**config.mk**
```make
export PLATFORM = sky130hd
export DESIGN_NAME = sram_port_arbiter
export DESIGN_NICKNAME = d
export VERILOG_FILES = /design/src/rtl/tensor_core_pkg.sv /design/src/rtl/rr_pick.sv /design/src/rtl/sram_port_arbiter.sv
export SDC_FILE = /design/constraint.sdc
export NUM_CORES = 1
export LEC_CHECK = 0
export ABC_AREA = 1
export BUFFER_PORTS_ARGS = -buffer_cell sky130_fd_sc_hd__clkbuf_2
export CORE_UTILIZATION = 40
export DETAILED_ROUTE_END_ITERATION = 6
export PLACE_DENSITY_LB_ADDON = 0.1
export SYNTH_ARGS = -nofsm -noshare
export SYNTH_HDL_FRONTEND = slang
export SYNTH_SLANG_ARGS = --single-unit
```
**constraint.sdc**
```tcl
create_clock -name clk -period 2.95 [get_ports clk]
set_clock_uncertainty 0.15 [all_clocks]
set_input_delay 0.1475 -clock clk [delete_from_list [all_inputs] [get_ports clk]]
set_output_delay 0.1475 -clock clk [all_outputs]
set_load 0.01 [all_outputs]
```
**src/rtl/tensor_core_pkg.sv**
```systemverilog
// Shared types for the tokenizer datapath.
// Holds the SRAM arbiter state encoding.
package tensor_core_pkg;

  typedef enum logic {
    ARB_IDLE,
    ARB_OWNED
  } arb_state_t;

endpackage

```
**src/rtl/rr_pick.sv**
```systemverilog
// Combinational round-robin picker.
// Scans last+1, last+2, ... and returns the first set request one-hot.
module rr_pick #(
  parameter int NUM_REQ = 3,
  parameter int IW      = $clog2(NUM_REQ)
) (
  input  logic [NUM_REQ-1:0] req,
  input  logic [IW-1:0]      last,
  output logic [NUM_REQ-1:0] pick,
  output logic               any
);

  int idx;

  always_comb begin
    pick = '0;
    any  = 1'b0;
    idx  = 0;
    for (int k = 1; k <= NUM_REQ; k++) begin
      idx = (int'(last) + k) % NUM_REQ;
      if (!any && req[IW'(idx)]) begin
        pick[IW'(idx)] = 1'b1;
        any            = 1'b1;
      end
    end
  end

endmodule

```
**src/rtl/sram_port_arbiter.sv**
```systemverilog
// Round-robin arbiter sharing one single-port SRAM between requesters,
// with locked bursts bounded by MAX_HOLD and routed 1-cycle read return.
module sram_port_arbiter
  import tensor_core_pkg::*;
#(
  parameter int NUM_REQ    = 3,
  parameter int ADDR_WIDTH = 4,
  parameter int DATA_WIDTH = 8,
  parameter int MAX_HOLD   = 8
) (
  input  logic                             clk,
  input  logic                             rst,
  input  logic [NUM_REQ-1:0]               req,
  input  logic [NUM_REQ-1:0]               lock,
  input  logic [NUM_REQ-1:0]               we,
  input  logic [NUM_REQ*ADDR_WIDTH-1:0]    addr,
  input  logic [NUM_REQ*DATA_WIDTH-1:0]    din,
  output logic [NUM_REQ-1:0]               gnt,
  output logic [NUM_REQ-1:0]               rvalid,
  output logic [DATA_WIDTH-1:0]            rdata,
  output logic                             mem_cs,
  output logic                             mem_we,
  output logic [ADDR_WIDTH-1:0]            mem_addr,
  output logic [DATA_WIDTH-1:0]            mem_din,
  input  logic [DATA_WIDTH-1:0]            mem_dout
);

  localparam int IW = $clog2(NUM_REQ);
  localparam int HW = $clog2(MAX_HOLD + 1);

  arb_state_t         state_q, state_d;
  logic [IW-1:0]      own_q, own_d;
  logic [IW-1:0]      last_q, last_d;
  logic [IW-1:0]      pick_idx;
  logic [HW-1:0]      hold_q, hold_d;
  logic [NUM_REQ-1:0] gnt_d, rvalid_d, pick;
  logic               any, access, keep;

  // Reset suppresses any access so a pending write never reaches the SRAM.
  assign access = (state_q == ARB_OWNED) && req[own_q] && !rst;
  assign keep   = access && lock[own_q]
               && (32'(hold_q) + 1 < MAX_HOLD);
  assign last_d = access ? own_q : last_q;

  assign mem_cs   = access;
  assign mem_we   = access && we[own_q];
  assign mem_addr = access ?
    addr[own_q*ADDR_WIDTH +: ADDR_WIDTH] : '0;
  assign mem_din  = access ?
    din[own_q*DATA_WIDTH +: DATA_WIDTH] : '0;
  assign rdata    = mem_dout;

  rr_pick #(
    .NUM_REQ (NUM_REQ),
    .IW      (IW)
  ) u_pick (
    .req  (req),
    .last (last_d),
    .pick (pick),
    .any  (any)
  );

  always_comb begin
    pick_idx = '0;
    for (int i = 0; i < NUM_REQ; i++)
      if (pick[i]) pick_idx = IW'(i);
  end

  always_comb begin
    state_d  = ARB_IDLE;
    gnt_d    = '0;
    own_d    = own_q;
    hold_d   = '0;
    rvalid_d = '0;
    if (keep) begin
      state_d = ARB_OWNED;
      gnt_d   = gnt;
      hold_d  = hold_q + HW'(1);
    end else if (any) begin
      state_d = ARB_OWNED;
      gnt_d   = pick;
      own_d   = pick_idx;
    end
    if (access && !we[own_q])
      rvalid_d[own_q] = 1'b1;
  end

  always_ff @(posedge clk) begin
    if (rst) begin
      state_q <= ARB_IDLE;
      gnt     <= '0;
      rvalid  <= '0;
      own_q   <= '0;
      last_q  <= IW'(NUM_REQ - 1);
      hold_q  <= '0;
    end else begin
      state_q <= state_d;
      gnt     <= gnt_d;
      rvalid  <= rvalid_d;
      own_q   <= own_d;
      last_q  <= last_d;
      hold_q  <= hold_d;
    end
  end

endmodule
```
==> results.md, run 1 <==
- NumNets Final: 314
- Max FO, Critical Path: 8
- CP endpoint kind: flip-flop
- Rows: 19
- Vias: 1328
- Sink Count: 15
- Buffers on Ports: 66
- Grt ovf: 0
- DIE AREA: 0.00308 mm²
- Top cell type's share of synthesized area: 26.9%
- Clock-pin slew on the worst setup and hold paths: 0.08 ns
- Post-route minimum period: 2.72 ns
- Largest family of logic cells by synthesized area: simple AND/OR/NAND/NOR gates
- GRT Total Usage: 20.0%
- FMAX: 367 MHz
- Clock root cell: clkbuf_4
- Critical Path End: gnt[1]$_SDFFE_PP0N_
- Routed wire per std cell: 9.88 µm
- Gp weighted congestion: 0.848
- Cells after synthesis: 192
- Setup violation total in the final timing report: 0
- Status: completed
- Adder-Cell Fraction of Synth Area: 5.46%
- Crit-path slowest cell: dlygate4sd3_1
- Iteration-0 DRC Markers: 77
- Chip height: 55.5 µm
- Layout cells sized above 1: 33.2%
- Largest net degree at the start of global routing: 15
- Synthesized Nets: 252
- Inserted Diodes: 0
- Setup crit start kind: input port
- Die W: 55.5 µm
- First-pass GRT wire length: 5.02 mm
- Fill count: 283
- I/O pin cnt: 83
- Register area share after synthesis: 26.2%
- Mux cell area share after synthesis: 0%
- Core area: 0.00273 mm²
- Yosys warns: 0
- Pwr dens: 396 mW/mm²
- Post-route setup TNS: 0 ns
- Synth area leader: nand2_1
- Post-Synth XOR/XNOR Area: 0%
- VDD IR max: 0.000296 V
- Reg2reg start: own_q[0]$_SDFFE_PP0P_
- Crit path DAT: 2.79 ns
- Initial antenna violation count: 0
- Synth top area cells: nand2_1 (27%), dfxtp_1 (26%), a31oi_1 (6.6%)
- DRC Markers: 0
- Crit path cell chain: dlygate4sd3_1 > clkbuf_2 > nor2_1 > nand2_4 > o21ai_1 > inv_1 > ha_1 > inv_1 > nand2_1 > nand3_1 > nand2_1 > nand2_1 > nor2_1 > nand2_1 > nand2_1 > nand2_1 > a21oi_1
- Most frequent cell after synthesis: nand2_1
- Synth Area in Compound Gates: 12.1%
- Relative slew slack: 61.8%
- Fin. max-slew vios: 0
- Pre-antenna DRT Iters: 4
- Lkg Pwr: 0.839 nW
- Worst Tran Pin Value: 0.572 ns
- Crit Reg-Reg Endpoint: gnt[1]$_SDFFE_PP0N_
- RSZ-0062 raised after global routing: false
- Count of final hold-check violations: 0
- Async set or reset register ratio after synthesis: 0%
- FF+latch count, synth: 15
- R2r setup slk: 0.29 ns
- Post-route clock period utilization: 92.3%
- Worst hold path cell count: 4
- EDFF count, synth: 0
- Most used cell along the critical path: nand2_1
- DR vias/cell: 4.68
- Clk Latency, worst-skew pair: 0.28 ns
- Synth unique cells: 23
- Depth of the most critical reg-to-reg path: 16
- P&R area growth vs syn: 30.4%
- CP peak stage delay: 0.53 ns
- TritonCTS Buffers: 3
- ANT nets after route: 0
- Synth top cells by count: nand2_1 (82), inv_1 (16), dfxtp_1 (15), a31oi_1 (12), nand3_1 (12)
- Hold crit path type: in2reg
- Clk buf depth: 2
- Post-DP HPWL: 2.20 mm
- Vias in the first global route: 1158
- Smallest hold slack: 0.0509 ns
- Top_reg_cell synth: dfxtp_1
- Starting Density: 41.9%
- CTS H-tree lvls: 1
- Synthesized area: 0.00114 mm²
- Avg Cell Area, Syn: 5.96 µm²
- Crit path kind: in2reg
- CTS tree: yes
- Max-cap viol count: 0
- Worst Setup SP: rst
- WP data required: 3.02 ns
- Post-Synth Simple-Gate Area: 41.7%
- Final WL: 2.81 mm
- Post-CTS setup buffers: 0
## layer usage
| metal | up-vias | wire length [µm] | track usage, % |
|---|---|---|---|
| li1 | 728 | - | - |
| met1 | 538 | 1360 | 24.9 |
| met2 | 54 | 1190 | 33.0 |
| met3 | 8 | 215 | 4.92 |
| met4 | 0 | 40 | 8.21 |
| met5 | - | 0 | 0 |
## kinds of logic after synthesis
family / count (synthesis)
simple gates: 113
buf+inv: 34
compound gates: 24
flops: 15
fa+ha+maj: 5
other cells: 1
## power breakdown
part           total [mW]  switching (mW)  internal [mW]  leakage, nW
logic               0.248           0.151         0.0978        0.701
registers           0.228          0.0114          0.217        0.123
clock network       0.114          0.0618         0.0526       0.0150
total               0.591           0.224          0.367        0.839
## worst min path at each step
stage,endpoint,from
2_1_floorplan,rvalid[1]$_SDFF_PP0_,we[0]
3_3_place_gp,rdata[2],mem_dout[2]
3_5_place_dp,rdata[2],mem_dout[2]
4_1_cts,rvalid[2]$_SDFF_PP0_,we[0]
5_1_grt,rvalid[2]$_SDFF_PP0_,we[0]
6_report,rvalid[0]$_SDFF_PP0_,we[0]
## cell type report
class                           count  area [µm²]  share of cell area, %
Timing Repair Buffer               70         363                   24.3
Clock buffer                        4        26.3                   1.76
Multi-Input combinational cell    143         683                   45.8
Inverter                           21        80.1                   5.36
Sequential cell                    15         302                   20.2
Tap cell                           31        38.8                   2.60
## timing repair
action,in CTS,in global routing
hold endpoints to repair,6,0
gates resized for setup,0,1
setup endpoints to repair,0,2
hold buffers,1,0
## state kept, by name (all words and copies together) (netlist names)
signal   cells
hold_q       4
gnt          3
state_q      1
last_q       2
rvalid       3
own_q        2
## critical path: cells and delay by family
family | cells | cell delay, ns
adders and majority gates | 1 | 0.41
buffers and inverters | 4 | 0.92
and+or+nand+nor | 10 | 0.97
AOI/OAI and AO/OA | 2 | 0.33
## per-stage QoR
stage / power, mW / area (µm²) / instances / util [%] / setup WS, ns
2_1_floorplan: 0.408 / 1140 / 192 / - / 0.490
3_3_place_gp: 0.481 / 1460 / 279 / 53.2 / 0.377
3_5_place_dp: 0.481 / 1460 / 279 / 53.2 / 0.306
4_1_cts: 0.601 / 1490 / 284 / 54.6 / 0.262
5_1_grt: 0.655 / 1490 / 284 / 54.6 / 0.0126
6_report: 0.591 / 1490 / 284 / 54.6 / 0.228
## cells in the final DEF (no fill, tap or decap), drive strengths merged
cell / netlist / layout
nor3: 4 / 4
dlygate4sd3: 0 / 1
buf: 12 / 3
a22o: 1 / 1
nand3: 13 / 13
o21ai: 4 / 4
a31oi: 12 / 12
clkbuf: 1 / 70
clkinv: 1 / 1
conb: 1 / 1
inv: 20 / 20
dfxtp: 15 / 15
a21oi: 7 / 7
nor2: 12 / 12
nand2: 84 / 84
ha: 5 / 5
Note: power is estimated with default switching activity, not from simulation.
==> inputs of run 2 (changes only) <==
--- a/config.mk
+++ b/config.mk
@@ -9,7 +9,8 @@
 export BUFFER_PORTS_ARGS = -buffer_cell sky130_fd_sc_hd__clkbuf_2
 export CORE_UTILIZATION = 40
 export DETAILED_ROUTE_END_ITERATION = 6
-export PLACE_DENSITY_LB_ADDON = 0.1
+export GPL_TIMING_DRIVEN = 0
+export PLACE_DENSITY = 0.81
 export SYNTH_ARGS = -nofsm -noshare
 export SYNTH_HDL_FRONTEND = slang
 export SYNTH_SLANG_ARGS = --single-unit
==> run 2 against run 1 <==
Compared with the run above: sequential share of layout area decreased by 1.2 points; clock-buffer cell count decreased by 1; combinational power increased by 11%; cell area increased by 7.6%; maximum frequency increased by 2.0%; highest routed layer is now met3; critical path type is now reg2reg; via count increased by 9.4%; critical path depth increased by 1; wire length increased by 12%; cell count increased by 5.6%; register-to-register slack about the same; critical endpoint is now own_q[0]$_SDFFE_PP0P_.
==> results.md, run 2 (synthesized netlist as in run 1, its figures left out) <==
- Status: completed
- Vias in the first global route: 1297
- Starting Density: 41.9%
- Hold crit path type: in2reg
- Post-DP HPWL: 2.49 mm
- Max FO, Critical Path: 9
- Clk Latency, worst-skew pair: 0.28 ns
- Worst Setup SP: own_q[1]$_SDFFE_PP0P_
- DRC Markers: 0
- Routed wire per std cell: 10.5 µm
- I/O pin cnt: 83
- Clock-pin slew on the worst setup and hold paths: 0.09 ns
- Post-route clock period utilization: 90.5%
- Biggest register: hold_q
- Clock root cell: clkbuf_4
- DR vias/cell: 4.84
- Reg area: 305 µm²
- CP endpoint kind: flip-flop
- R2r setup slk: 0.28 ns
- Setup crit start kind: flip-flop
- Hold Buf Count CTS: 0
- Lkg Pwr: 0.909 nW
- Buffers on Ports: 73
- Initial antenna violation count: 0
- Reg2reg start: own_q[1]$_SDFFE_PP0P_
- Max Used Layer: met3
- Setup violation total in the final timing report: 0
- Routed metal-1 wirelength: 1.20 mm
- NumNets Final: 330
- Grt ovf: 0
- Gp weighted congestion: 0.832
- Most frequent cells in the layout: nand2_1 (82), clkbuf_2 (73), inv_1 (16), dfxtp_1 (13)
- Die W: 55.5 µm
- Non-Filler Cell Area, Final: 0.00161 mm²
- Placed Area: 0.00155 mm²
- Clk buf depth: 2
- FMAX: 375 MHz
- Largest register FFs: 4
- Largest net degree at the start of global routing: 11
- Post-route minimum period: 2.67 ns
- WP data required: 3.01 ns
- P&R area growth vs syn: 40.3%
- Core area: 0.00273 mm²
- Inserted Diodes: 0
- ANT nets after route: 0
- Max-cap viol count: 0
- Power after layout: 0.618 mW
- Commonest non-fill, non-tap cell in the layout: nand2_1
- Chip height: 55.5 µm
- Crit path kind: reg2reg
- Iteration-0 DRC Markers: 103
- CTS H-tree lvls: 1
- Multi-input logic area: 708 µm²
- CTS tree: yes
- Fin. max-slew vios: 0
- TritonCTS Buffers: 3
- Pwr dens: 385 mW/mm²
- Vias: 1453
- Met2 routed WL: 1.71 mm
- GRT Total Usage: 20.5%
- Top flop regs: hold_q (4), gnt (3), rvalid (3)
- VDD IR max: 0.000444 V
- Pre-antenna DRT Iters: 4
- Final WL: 3.15 mm
- Count of final hold-check violations: 0
- Depth of the most critical reg-to-reg path: 18
- Util after Layout: 58.8%
- Post-CTS setup buffers: 0
- Sink Count: 15
- Metal3 WL: 234 µm
- Crit path DAT: 2.73 ns
- First-pass GRT wire length: 5.23 mm
- # resized after CTS: 0
- Fill count: 279
- Layout cells sized above 1: 38.3%
- Crit Reg-Reg Endpoint: own_q[0]$_SDFFE_PP0P_
- Rows: 19
- DIE AREA: 0.00308 mm²
- Critical Path End: own_q[0]$_SDFFE_PP0P_
## run 2: cell count changes in the layout (fill, tap and decap cells not counted), sizes merged
cell / before / now
dlygate4sd3: 1 / 0
clkinv: 1 / 2
buf: 3 / 12
clkbuf: 70 / 77
## run 2: final cells by class
cell class / instances / area share (%)
Inverter: 21 / 4.98
Buffer: 13 / 5.06
Multi-Input combinational cell: 143 / 44.1
Sequential cell: 15 / 19.0
Timing Repair Buffer: 73 / 22.7
Clock buffer: 3 / 1.40
Tap cell: 31 / 2.41
Clock inverter: 1 / 0.312
## run 2: worst min path at each step
stage,from,cells after the start,slack [ns],endpoint
floorplan,we[0],3,0.22,rvalid[1]$_SDFF_PP0_
global placement,hold_q[0]$_SDFF_PP0_,1,0.28,hold_q[0]$_SDFF_PP0_
detailed placement,hold_q[0]$_SDFF_PP0_,1,0.29,hold_q[0]$_SDFF_PP0_
CTS,we[0],4,0.06,rvalid[2]$_SDFF_PP0_
global route,rst,2,0.08,gnt[1]$_SDFFE_PP0N_
finish,we[0],4,0.06,rvalid[2]$_SDFF_PP0_
## run 2: where the power goes
group	internal, mW	leakage (nW)	switching [mW]
logic	0.113	0.768	0.162
clock network	0.0503	0.0177	0.0619
registers	0.217	0.124	0.0141
## run 2: critical path, stage by stage, from the launching register on
cell and delay [ns]:
dfxtp_4 0.40, inv_2 0.08, nor2_4 0.15, nand2_1 0.08, nand3_2 0.08, nand2_4 0.09
o21ai_2 0.19, inv_1 0.13, ha_4 0.32, inv_1 0.07, nand2_1 0.09, nand3_1 0.09
nand2_1 0.13, nand2_1 0.06, nor2_1 0.15, nand2_1 0.07, nand2_1 0.07, nand2_1 0.07
a21oi_1 0.12
## run 2: per-stage QoR
step	setup WS (ns)	hold slack, ns	cells	setup TNS, ns
floorplan	0.490	0.223	192	0
global placement	0.158	0.279	296	0
detailed placement	0.0447	0.290	296	0
CTS	0.0108	0.0638	300	0
global route	-0.00779	0.0753	300	-0.00779
finish	0.281	0.0626	300	0
## run 2: layer usage
metal,vias to the layer above,global-route usage (%)
met5,-,0
met4,0,1.43
met3,0,6.79
met2,64,41.0
met1,630,21.0
li1,759,-
